--- src/rtl/pipeline_ctrl_pkg.sv ---
// Shared types and constants for the pipeline stall/flush sequencer.
package pipeline_ctrl_pkg;

    localparam int unsigned REG_ADDR_W = 5;
    localparam logic [REG_ADDR_W-1:0] X0 = '0;

    typedef enum logic [2:0] {
        ST_RUN    = 3'd0,
        ST_DRAIN  = 3'd1,
        ST_SWITCH = 3'd2
    } state_e;

    typedef struct packed {
        logic pc_en;
        logic if_id_en;
        logic if_id_flush;
        logic id_ex_en;
        logic id_ex_flush;
        logic ex_mem_en;
        logic mem_wb_en;
    } pipe_ctrl_t;

    localparam pipe_ctrl_t CTRL_ADVANCE = '{
        pc_en: 1'b1, if_id_en: 1'b1, if_id_flush: 1'b0, id_ex_en: 1'b1,
        id_ex_flush: 1'b0, ex_mem_en: 1'b1, mem_wb_en: 1'b1
    };
    localparam pipe_ctrl_t CTRL_FREEZE = '0;

endpackage

--- src/rtl/load_use_detect.sv ---
// Flags an ID instruction that reads the destination of a load still in EX.
module load_use_detect #(
    parameter int unsigned REG_ADDR_W = pipeline_ctrl_pkg::REG_ADDR_W
) (
    input  logic [REG_ADDR_W-1:0] id_rs1,
    input  logic [REG_ADDR_W-1:0] id_rs2,
    input  logic                  id_uses_rs1,
    input  logic                  id_uses_rs2,
    input  logic [REG_ADDR_W-1:0] ex_rd,
    input  logic                  ex_mem_read,
    output logic                  lu
);
    import pipeline_ctrl_pkg::*;

    // x0 is hardwired to zero, so a load targeting it never creates a hazard
    assign lu = ex_mem_read && (ex_rd != REG_ADDR_W'(X0)) &&
                ((id_uses_rs1 && (id_rs1 == ex_rd)) ||
                 (id_uses_rs2 && (id_rs2 == ex_rd)));

endmodule

--- src/rtl/pipeline_hazard_ctrl.sv ---
// Stall/flush sequencer for the 5-stage pipeline: hazards, cache waits and
// the drain/handshake ahead of a cache switch.
module pipeline_hazard_ctrl #(
    parameter int unsigned REG_ADDR_W   = pipeline_ctrl_pkg::REG_ADDR_W,
    parameter int unsigned DRAIN_CYCLES = 4,
    parameter int unsigned CNT_W        = 32
) (
    input  logic                  clk,
    input  logic                  reset,
    input  logic [REG_ADDR_W-1:0] id_rs1,
    input  logic [REG_ADDR_W-1:0] id_rs2,
    input  logic                  id_uses_rs1,
    input  logic                  id_uses_rs2,
    input  logic [REG_ADDR_W-1:0] ex_rd,
    input  logic                  ex_mem_read,
    input  logic                  ex_redirect,
    input  logic                  imem_busy,
    input  logic                  dmem_busy,
    input  logic                  cs_req,
    input  logic                  cs_done,
    output logic                  pc_en,
    output logic                  if_id_en,
    output logic                  if_id_flush,
    output logic                  id_ex_en,
    output logic                  id_ex_flush,
    output logic                  ex_mem_en,
    output logic                  mem_wb_en,
    output logic                  cs_ack,
    output logic [2:0]            state_o,
    output logic [CNT_W-1:0]      stall_cnt,
    output logic [CNT_W-1:0]      flush_cnt
);
    import pipeline_ctrl_pkg::*;

    localparam int unsigned DRAIN_W = (DRAIN_CYCLES > 1) ? $clog2(DRAIN_CYCLES) : 1;
    localparam logic [DRAIN_W-1:0] DRAIN_LAST = DRAIN_W'(DRAIN_CYCLES - 1);

    state_e             state_q, state_d;
    logic [DRAIN_W-1:0] drain_q, drain_d;
    logic [CNT_W-1:0]   stall_q, flush_q;
    logic               cs_ack_q;
    logic               lu;
    logic               stall_ev, flush_ev;
    pipe_ctrl_t         ctrl;

    load_use_detect #(.REG_ADDR_W(REG_ADDR_W)) u_load_use_detect (
        .id_rs1      (id_rs1),
        .id_rs2      (id_rs2),
        .id_uses_rs1 (id_uses_rs1),
        .id_uses_rs2 (id_uses_rs2),
        .ex_rd       (ex_rd),
        .ex_mem_read (ex_mem_read),
        .lu          (lu)
    );

    // Next state and stage controls; priority dmem_busy > redirect > load-use > imem_busy
    always_comb begin
        state_d  = state_q;
        drain_d  = drain_q;
        ctrl     = CTRL_FREEZE;
        stall_ev = 1'b0;
        flush_ev = 1'b0;

        case (state_q)
            ST_RUN, ST_DRAIN: begin
                ctrl = CTRL_ADVANCE;
                if (state_q == ST_DRAIN) begin
                    ctrl.pc_en       = 1'b0;
                    ctrl.if_id_flush = 1'b1;
                end
                if (dmem_busy) begin
                    ctrl = CTRL_FREEZE;
                end else if (ex_redirect) begin
                    ctrl.pc_en       = 1'b1;
                    ctrl.if_id_flush = 1'b1;
                    ctrl.id_ex_flush = 1'b1;
                    flush_ev         = 1'b1;
                end else if (lu) begin
                    ctrl.pc_en       = 1'b0;
                    ctrl.if_id_en    = 1'b0;
                    ctrl.if_id_flush = 1'b0;
                    ctrl.id_ex_flush = 1'b1;
                    stall_ev         = 1'b1;
                end else if (imem_busy) begin
                    ctrl.pc_en       = 1'b0;
                    ctrl.if_id_flush = 1'b1;
                    stall_ev         = 1'b1;
                end

                if (state_q == ST_RUN) begin
                    if (cs_req && !dmem_busy) begin
                        state_d = ST_DRAIN;
                        drain_d = '0;
                    end
                end else if (!dmem_busy) begin
                    if (!cs_req) begin
                        state_d = ST_RUN;
                        drain_d = '0;
                    end else if (!(lu && !ex_redirect)) begin
                        if (drain_q == DRAIN_LAST) begin
                            state_d = ST_SWITCH;
                            drain_d = '0;
                        end else begin
                            drain_d = drain_q + DRAIN_W'(1);
                        end
                    end
                end
            end
            ST_SWITCH: begin
                if (cs_done) state_d = ST_RUN;
            end
            default: begin
                state_d = ST_RUN;
                drain_d = '0;
            end
        endcase

        if (!reset) ctrl = CTRL_FREEZE;
    end

    always_ff @(posedge clk or negedge reset) begin
        if (!reset) begin
            state_q  <= ST_RUN;
            drain_q  <= '0;
            stall_q  <= '0;
            flush_q  <= '0;
            cs_ack_q <= 1'b0;
        end else begin
            state_q  <= state_d;
            drain_q  <= drain_d;
            cs_ack_q <= (state_d == ST_SWITCH);
            if (stall_ev && (stall_q != '1)) stall_q <= stall_q + CNT_W'(1);
            if (flush_ev && (flush_q != '1)) flush_q <= flush_q + CNT_W'(1);
        end
    end

    assign pc_en       = ctrl.pc_en;
    assign if_id_en    = ctrl.if_id_en;
    assign if_id_flush = ctrl.if_id_flush;
    assign id_ex_en    = ctrl.id_ex_en;
    assign id_ex_flush = ctrl.id_ex_flush;
    assign ex_mem_en   = ctrl.ex_mem_en;
    assign mem_wb_en   = ctrl.mem_wb_en;
    assign cs_ack      = cs_ack_q;
    assign state_o     = 3'(state_q);
    assign stall_cnt   = stall_q;
    assign flush_cnt   = flush_q;

endmodule

--- config.mk ---
export PLATFORM = sky130hd
export DESIGN_NAME = pipeline_hazard_ctrl
export DESIGN_NICKNAME = d
export VERILOG_FILES = /design/src/rtl/pipeline_ctrl_pkg.sv /design/src/rtl/load_use_detect.sv /design/src/rtl/pipeline_hazard_ctrl.sv
export SDC_FILE = /design/constraint.sdc
export NUM_CORES = 1
export LEC_CHECK = 0
export CELL_PAD_IN_SITES_DETAIL_PLACEMENT = 0
export CELL_PAD_IN_SITES_GLOBAL_PLACEMENT = 2
export CORE_ASPECT_RATIO = 0.7
export CORE_MARGIN = 1.5
export CORE_UTILIZATION = 27
export CTS_CLUSTER_DIAMETER = 150
export CTS_CLUSTER_SIZE = 24
export DETAILED_ROUTE_END_ITERATION = 6
export PLACE_DENSITY = 0.84
export SLEW_MARGIN = 20
export SYNTH_ARGS = -nofsm -noshare
export SYNTH_HDL_FRONTEND = slang
export SYNTH_HIERARCHICAL = 1
export SYNTH_SLANG_ARGS = --single-unit
--- constraint.sdc ---
create_clock -name clk -period 5.6 [get_ports clk]
set_input_delay 0.56 -clock clk [delete_from_list [all_inputs] [get_ports clk]]
set_output_delay 0.56 -clock clk [all_outputs]
set_load 0.01 [all_outputs]
==> results of run 1 <==
-- cell usage in the layout (no fill, tap or decap), types with 3 or more instances in the layout --
cell type,n
nor3_1,19
clkinvlp_4,3
and4_1,4
o21a_1,3
inv_1,6
a31oi_1,4
nor2_1,23
or4_1,3
or2_2,3
mux2_2,6
nand3_1,25
nand4_1,25
nand2_1,30
nor4_1,9
ha_1,3
and3_1,9
dfrtp_1,70
xor2_1,31
nor3b_1,5
xnor2_1,33
clkdlybuf4s50_1,98
clkbuf_16,9
a21oi_1,7
-- power by group through the flow --
stage               clock [uW]  sequential, uW  combinational, uW
floorplan                    0             601               63.0
global placement             0             595                190
detailed placement           0             597                195
CTS                        631             588                195
global route               662             596                208
finish                     618             588                192
-- worst register-to-register path, cell delays in order (launching register included) --
cell and delay [ns]:
dfrtp_1 0.50, or4b_1 0.75, nor3_1 0.49, o211ai_1 0.32, nor3_1 0.26, xor2_1 0.16
-- final cells by class --
class                      count  share of cell area [%]
inverter                       6                   0.442
sequential                    70                    34.4
timing repair buffer         100                    19.5
multi-input combinational    270                    35.2
clock buffer                  11                    4.77
tap                          166                    4.08
clock inverter                 5                    1.62
-- final timing paths --
| check | from | to | slack (ns) | depth (start not counted) |
|---|---|---|---|---|
| worst max register to register | state_o[1] | flush_cnt[22] | 3.05 | 5 |
| min in group clk | stall_cnt[18] | stall_cnt[18] | 0.51 | 1 |
| worst min register to register | stall_cnt[18] | stall_cnt[18] | 0.51 | 1 |
| max in group asynchronous | reset | flush_cnt[24] | 4.49 | 2 |
| worst min-delay path | reset | stall_cnt[0] | 0.51 | 2 |
| worst max-delay path | ex_rd[0] | pc_en | 2.17 | 9 |
-- cells by family after synthesis --
logic type               share of synthesized area, %
buffers and inverters                            2.08
AND/OR/NAND/NOR                                  26.8
XOR/XNOR                                         15.5
flip-flops                                       48.4
AO/OA/AOI/OAI                                    3.94
multiplexers                                     2.14
other                                           0.104
adder cells (fa/ha/maj)                          1.04
-- flip-flops by register name (all words and copies together), names as in the netlist --
name	cells
flush_cnt	32
state_o	3
drain_q	2
cs_ack	1
stall_cnt	32
-- synth_stat cells, drive strengths merged (2+ instances only) --
library cell and number:
dfrtp 70, xnor2 33, nand2 31, xor2 31, nand3 25, nand4 25
nor2 23, nor3 20, nor4 11, and3 9, a21oi 7, buf 6
inv 6, mux2 6, nor3b 5, or2 5, a31oi 4, and4 4
clkbuf 3, ha 3, o21a 3, or3 3, or4 3, nand2b 2
nor2b 2, o31a 2
-- metrics by stage --
stage          util (%)  total power, uW  area [sq um]
2_1_floorplan         -              664          3620
3_3_place_gp       36.3              785          4770
3_5_place_dp       36.3              791          4770
4_1_cts            38.8             1410          5090
5_1_grt            38.8             1470          5090
6_report           38.8             1400          5090
-- per-layer routing --
metal	wire, microns	vias to the layer above	global-route usage [%]
li1	-	1470	-
met1	4760	1448	19.7
met2	4160	68	21.6
met3	444	6	4.25
met4	64	0	3.45
met5	0	-	0
==> metrics.csv, run 1 <==
metric,value,unit
status,"finished, final reports clean",
cts.htree.levels,3,
cpMaxStageDelayCell,clkdlybuf4s50_1,
die_y,99.8,microns
seqCellArea,1750,sq um
irDropWorstVdd,158,uV
layout-drive-gt1-share,6.93,%
crit_arrival,2.87,ns
synth_area_per_cell,10.2,sq um
areaGrowthSynthToFinish,40.7,%
crit_family,buffers and inverters,
maxCapViolations,0,
power_density,275,nW/um^2
hold_class,input pin to asynchronous set/reset pin,
clk_pin_slew,0.06,ns
vias,2992,
dp_slack,2.07,ns
yosysSeqAreaShare,48.4,%
grt_usage,14.2,%
cp_max_fo,4,
syn-cell-area,3620,sq um
drt_wl_total,9430,microns
clk-insertion-delay-late,0.33,ns
clock.fmax,0.292,GHz
path_class,input pin to output port,
grt_max_degree,71,
ys_seq_elements,70,
p_switching,346,uW
finalCritPeriodShare,61.2,%
drt_iter0_markers,117,
postCtsHoldBufs,0,
cts_setup_buffers,0,
synth_top_area_share,48.4,%
finalMaxSlewViolations,0,
synth_edf_count,0,
wl_per_cell,15.0,microns
power_frac_clock,44.2,%
synth.area.top_cells,"dfrtp_1 48%, xnor2_1 8.0%, xor2_1 7.5%, nand4_1 4.3%, nand3_1 3.5%",
grt_pass1_wl,15600,microns
die-area,14100,sq um
path_cells,clkdlybuf4s50_1 > xor2_1 > nor4_2 > nand3_1 > a21oi_1 > nor2b_1 > nor2_1 > o21a_1 > clkdlybuf4s50_1,
yosysWarnings,6,
clk_path_buf_depth,2,
cts_root_buf,clkbuf_16,
ys.flop_type,dfrtp_1,
tns,0,ns
antenna_left,0,
maxSlewHeadroom,39.8,%
vias_per_cell,4.76,
core,13100,sq um
p_int,1050,uW
cts.sinks,70,
swShare,24.7,%
port_buffers,99,
worstPathRequired,5.04,ns
synthCells,355,
grt_pass1_vias,2948,
combPwrFrac,13.7,%
die_x,141,microns
rsz0062_at_grt,false,
critPathMaxStageDelay,0.49,ns
finalNonFillerCells,628,
antenna_found_initial,0,
synth_cell_types,48,
crit_path_end_kind,output port,
first_pass_iters,4,
worst_hold_slack,0.505,ns
setup_slack,2.17,ns
nNetsFinal,485,
hpwl,6970,microns
tightest_slew,0.904,ns
place_inst,612,
synth_top_cell_by_area,dfrtp_1,
setup_viol,0,
place_congestion,0.780,
async_reset_ff_share,100,%
startpoint_type,input pin,
crit_buf_inv,2,
rows,35,
start_util,27.5,%
leakagePower,0.00210,uW
hold_viol,0,
syn_nets,383,
cts_tree,yes,
grt_overflow,0,
nFillCells,1289,
seq_power_share,42.0,%
multi_input_area,1790,sq um
fin_crit,3.43,ns
drc,0,
skew,0.00654,ns
cp_common_cell,clkdlybuf4s50_1,
cts_buffers,9,
ios,100,
ctsResizeCount,0,
antenna_cells,0,
Note: power is estimated with default switching activity, not from simulation.
==> inputs of run 2 (changes only) <==
Clock period 5.6 ns to 3.39 ns, I/O delays scaled along.
==> metrics.csv, run 2 (synthesized netlist as in run 1, its figures left out) <==
metric,value,unit
seqCellArea,1750,sq um
core,13100,sq um
crit_path_end_kind,output port,
gr-usage-met2,21.5,%
worstSetupPathDepth,9,
grt_overflow,0,
maxSlewHeadroom,39.1,%
final_cell_mix,"98 x clkdlybuf4s50_1, 70 x dfrtp_1, 33 x xnor2_1",
ios,100,
ctsResizeCount,0,
grt_pass1_wl,15900,microns
clk_pin_slew,0.05,ns
cpMaxStageDelayCell,clkdlybuf4s50_1,
dpl_cell_area,4800,sq um
reg2regPathDepth,5,
status,"finished, final reports clean",
critPathCapture,pc_en,
startpoint_type,input pin,
postCtsHoldBufs,0,
finalCritPeriodShare,89.0,%
multi_input_area,1790,sq um
irDropWorstVdd,259,uV
hpwl,7200,microns
grt_util_met1,20.6,%
tns,0,ns
setup_viol,0,
path_cells,clkdlybuf4s50_1 > or4_1 > o21ai_1 > a21oi_1 > buf_4 > nor2b_1 > nor2_1 > o21a_1 > clkdlybuf4s50_1,
grt_util_met3,4.10,%
grt_usage,14.5,%
finalMaxSlewViolations,0,
die_x,141,microns
setup_slack,0.374,ns
die_y,99.8,microns
cts_setup_buffers,0,
power_density,449,nW/um^2
vias,3063,
drt_wl_total,9550,microns
r2r_setup_slack,0.84,ns
final_area,5110,sq um
antenna_cells,0,
hold_viol,0,
cts.sinks,70,
crit_arrival,2.68,ns
clock.fmax,0.332,GHz
grt_pass1_vias,3036,
reg2reg_to,flush_cnt[22],
dp_slack,0.334,ns
crit_buf_inv,3,
worstPathRequired,3.05,ns
wl_per_cell,15.1,microns
place_congestion,0.798,
grt_max_degree,71,
leakagePower,0.00212,uW
path_class,input pin to output port,
top_usage_layer,met2,
nFillCells,1312,
cp_max_fo,3,
fin_crit,3.02,ns
crit_family,buffers and inverters,
cts_buffers,9,
drt_iter0_markers,185,
cts.htree.levels,3,
cts_root_buf,clkbuf_16,
layout-drive-gt1-share,7.73,%
final_common_cell,clkdlybuf4s50_1,
port_buffers,99,
drc,0,
skew,0.00774,ns
cts_tree,yes,
rsz0062_at_grt,false,
die-area,14100,sq um
hold_class,input pin to asynchronous set/reset pin,
nNetsFinal,489,
start_util,27.5,%
vias_per_cell,4.85,
clk-insertion-delay-late,0.33,ns
first_pass_iters,4,
rows,35,
clk_path_buf_depth,2,
critPathMaxStageDelay,0.54,ns
cp_common_cell,clkdlybuf4s50_1,
antenna_left,0,
worst_hold_slack,0.285,ns
antenna_found_initial,0,
areaGrowthSynthToFinish,41.3,%
maxCapViolations,0,
tightest_slew,0.913,ns
reg2reg_from,state_o[1],
cp-startpoint,ex_rd[4],
-- run 2: cell count changes in the layout (fill, tap and decap cells not counted) --
cell	change
buf_4	+4
clkinv_2	+2
clkinvlp_4	-2
clkbuf_8	-1
clkinv_4	+1
-- run 2: how the worst min path moves through the flow --
stage                               end  depth (start not counted)
after floorplan                  cs_ack                          0
after global placement     stall_cnt[8]                          1
after detailed placement   stall_cnt[8]                          1
after CTS                 stall_cnt[27]                          2
after global routing       stall_cnt[2]                          2
final                      stall_cnt[2]                          2
-- run 2: metrics by stage --
stage / total power (uW) / cells / util [%]
floorplan: 1100 / 355 / -
global placement: 1300 / 616 / 36.5
detailed placement: 1310 / 616 / 36.5
CTS: 2320 / 632 / 38.9
global route: 2390 / 632 / 38.9
finish: 2290 / 632 / 38.9
-- run 2: final cells by class --
type,instances,share of cell area (%)
clock buffers,10,4.48
clock inverters,6,1.69
inverters,6,0.441
multi-input cells,270,35.0
flip-flops and latches,70,34.3
well taps,166,4.06
repair buffers,104,20.0
-- run 2: power by group --
group	internal, uW	total (uW)	switching [uW]
sequential	892	972	80.0
combinational	184	321	138
clock	643	1000	358
-- run 2: routing by layer --
layer,routed length [microns],vias up
met5,0,-
met4,55,0
met3,540,5
met2,4290,78
met1,4660,1496
li1,-,1484
==> inputs of run 3 (changes only) <==
Settings changed: CORE_UTILIZATION 27 to 30, CTS_BUF_LIST from default to sky130_fd_sc_hd__clkbuf_8, PLACE_DENSITY 0.84 to 0.91.
==> metrics.csv, run 3 (synthesized netlist as in run 1, its figures left out) <==
metric,value,unit
maxCapViolations,0,
antenna_found_initial,0,
crit_arrival,2.66,ns
nFillCells,1161,
finalNonFillerCells,623,
cp_max_fo,4,
hold_viol,0,
areaGrowthSynthToFinish,37.9,%
final_area,4990,sq um
cts_buffers,9,
setup_slack,0.387,ns
first_pass_iters,4,
grt_usage,15.6,%
cp_common_cell,clkdlybuf4s50_1,
dp_slack,0.216,ns
clk_pin_slew,0.08,ns
grt_overflow,0,
hpwl,6870,microns
finalCritPeriodShare,88.6,%
clock.fmax,0.333,GHz
vias,3026,
startpoint_type,input pin,
leakagePower,0.00207,uW
clk_path_buf_depth,2,
wl_per_cell,14.9,microns
place_congestion,0.814,
tightest_slew,0.909,ns
cts_root_buf,clkbuf_8,
antenna_left,0,
reg2regPathDepth,5,
setup_viol,0,
nNetsFinal,489,
tns,0,ns
vias_per_cell,4.86,
ios,100,
cts.sinks,70,
grt_pass1_vias,2943,
cts.htree.levels,3,
die-area,12700,sq um
start_util,30.8,%
grt_pass1_wl,15400,microns
clk-insertion-delay-late,0.35,ns
rsz0062_at_grt,false,
grt_max_degree,70,
rows,33,
antenna_cells,0,
drt_iter0_markers,146,
irDropWorstVdd,316,uV
power_density,396,nW/um^2
cpMaxStageDelayCell,clkdlybuf4s50_1,
port_buffers,99,
layout-drive-gt1-share,7.51,%
finalMaxSlewViolations,0,
final_common_cell,clkdlybuf4s50_1,
path_class,input pin to output port,
path_cells,clkdlybuf4s50_1 > xor2_1 > nor4_2 > nand3_1 > a21oi_1 > nor2b_1 > nor2_1 > o21a_1 > clkdlybuf4s50_1,
final_cell_mix,"98 x clkdlybuf4s50_1, 70 x dfrtp_1, 33 x xnor2_1",
hold_class,input pin to asynchronous set/reset pin,
skew,0.00799,ns
drt_wl_total,9260,microns
status,"finished, final reports clean",
die_y,94.9,microns
maxSlewHeadroom,39.4,%
place_inst,606,
cts_tree,yes,
drc,0,
worstPathRequired,3.05,ns
cts_setup_buffers,0,
dpl_cell_area,4780,sq um
core,11700,sq um
die_x,134,microns
critPathMaxStageDelay,0.48,ns
fin_crit,3.00,ns
crit_path_end_kind,output port,
-- run 3: what timing repair did --
item	CTS	global route
hold buffers	1	0
resized for setup	0	0
hold endpoints to repair	1	0
-- run 3: final timing paths --
kind                              start            end  slack, ns
setup reg to reg             state_o[1]  flush_cnt[22]       0.86
max in group asynchronous         reset   flush_cnt[2]       1.94
hold reg to reg            stall_cnt[8]   stall_cnt[8]       0.50
min in group clk           stall_cnt[8]   stall_cnt[8]       0.50
setup / recovery               ex_rd[0]          pc_en       0.39
hold / removal                    reset  stall_cnt[29]       0.33
-- run 3: area by class of cell --
type / count / area (sq um) / area share (%)
Tap cell: 157 / 196 / 3.94
Clock buffer: 10 / 138 / 2.76
Multi-Input combinational cell: 270 / 1790 / 35.9
Clock inverter: 6 / 62.6 / 1.25
Sequential cell: 70 / 1750 / 35.1
Timing Repair Buffer: 104 / 1030 / 20.6
Inverter: 6 / 22.5 / 0.452
-- run 3: power by group --
group	switching (uW)	leakage [uW]	internal, uW
Combinational	136	0.00101	183
Clock	328	0.0000997	357
Sequential	80.7	0.000951	890
-- run 3: stage by stage --
stage	util, %	hold slack [ns]	total power [uW]
after global routing	42.5	0.329	2090
after CTS	42.5	0.305	2010
after floorplan	-	0.0434	1100
after global placement	40.7	0.157	1300
final	42.5	0.327	1980
after detailed placement	40.7	0.158	1310
-- run 3: worst max-delay path, delay by kind of cell --
family / cells / cell delay, ns
AOI/OAI and AO/OA: 2 / 0.41
xor gates and xnor gates: 1 / 0.19
and+or+nand+nor: 4 / 0.77
buffers and inverters: 2 / 0.95
-- run 3: metal layers --
metal / global-route usage (%) / part of all wire (%) / vias to the layer above
li1: - / - / 1481
met4: 4.12 / 0.97 / 0
met5: 0 / 0 / -
met3: 3.97 / 5.0 / 11
met2: 22.9 / 42 / 87
met1: 22.6 / 52 / 1447
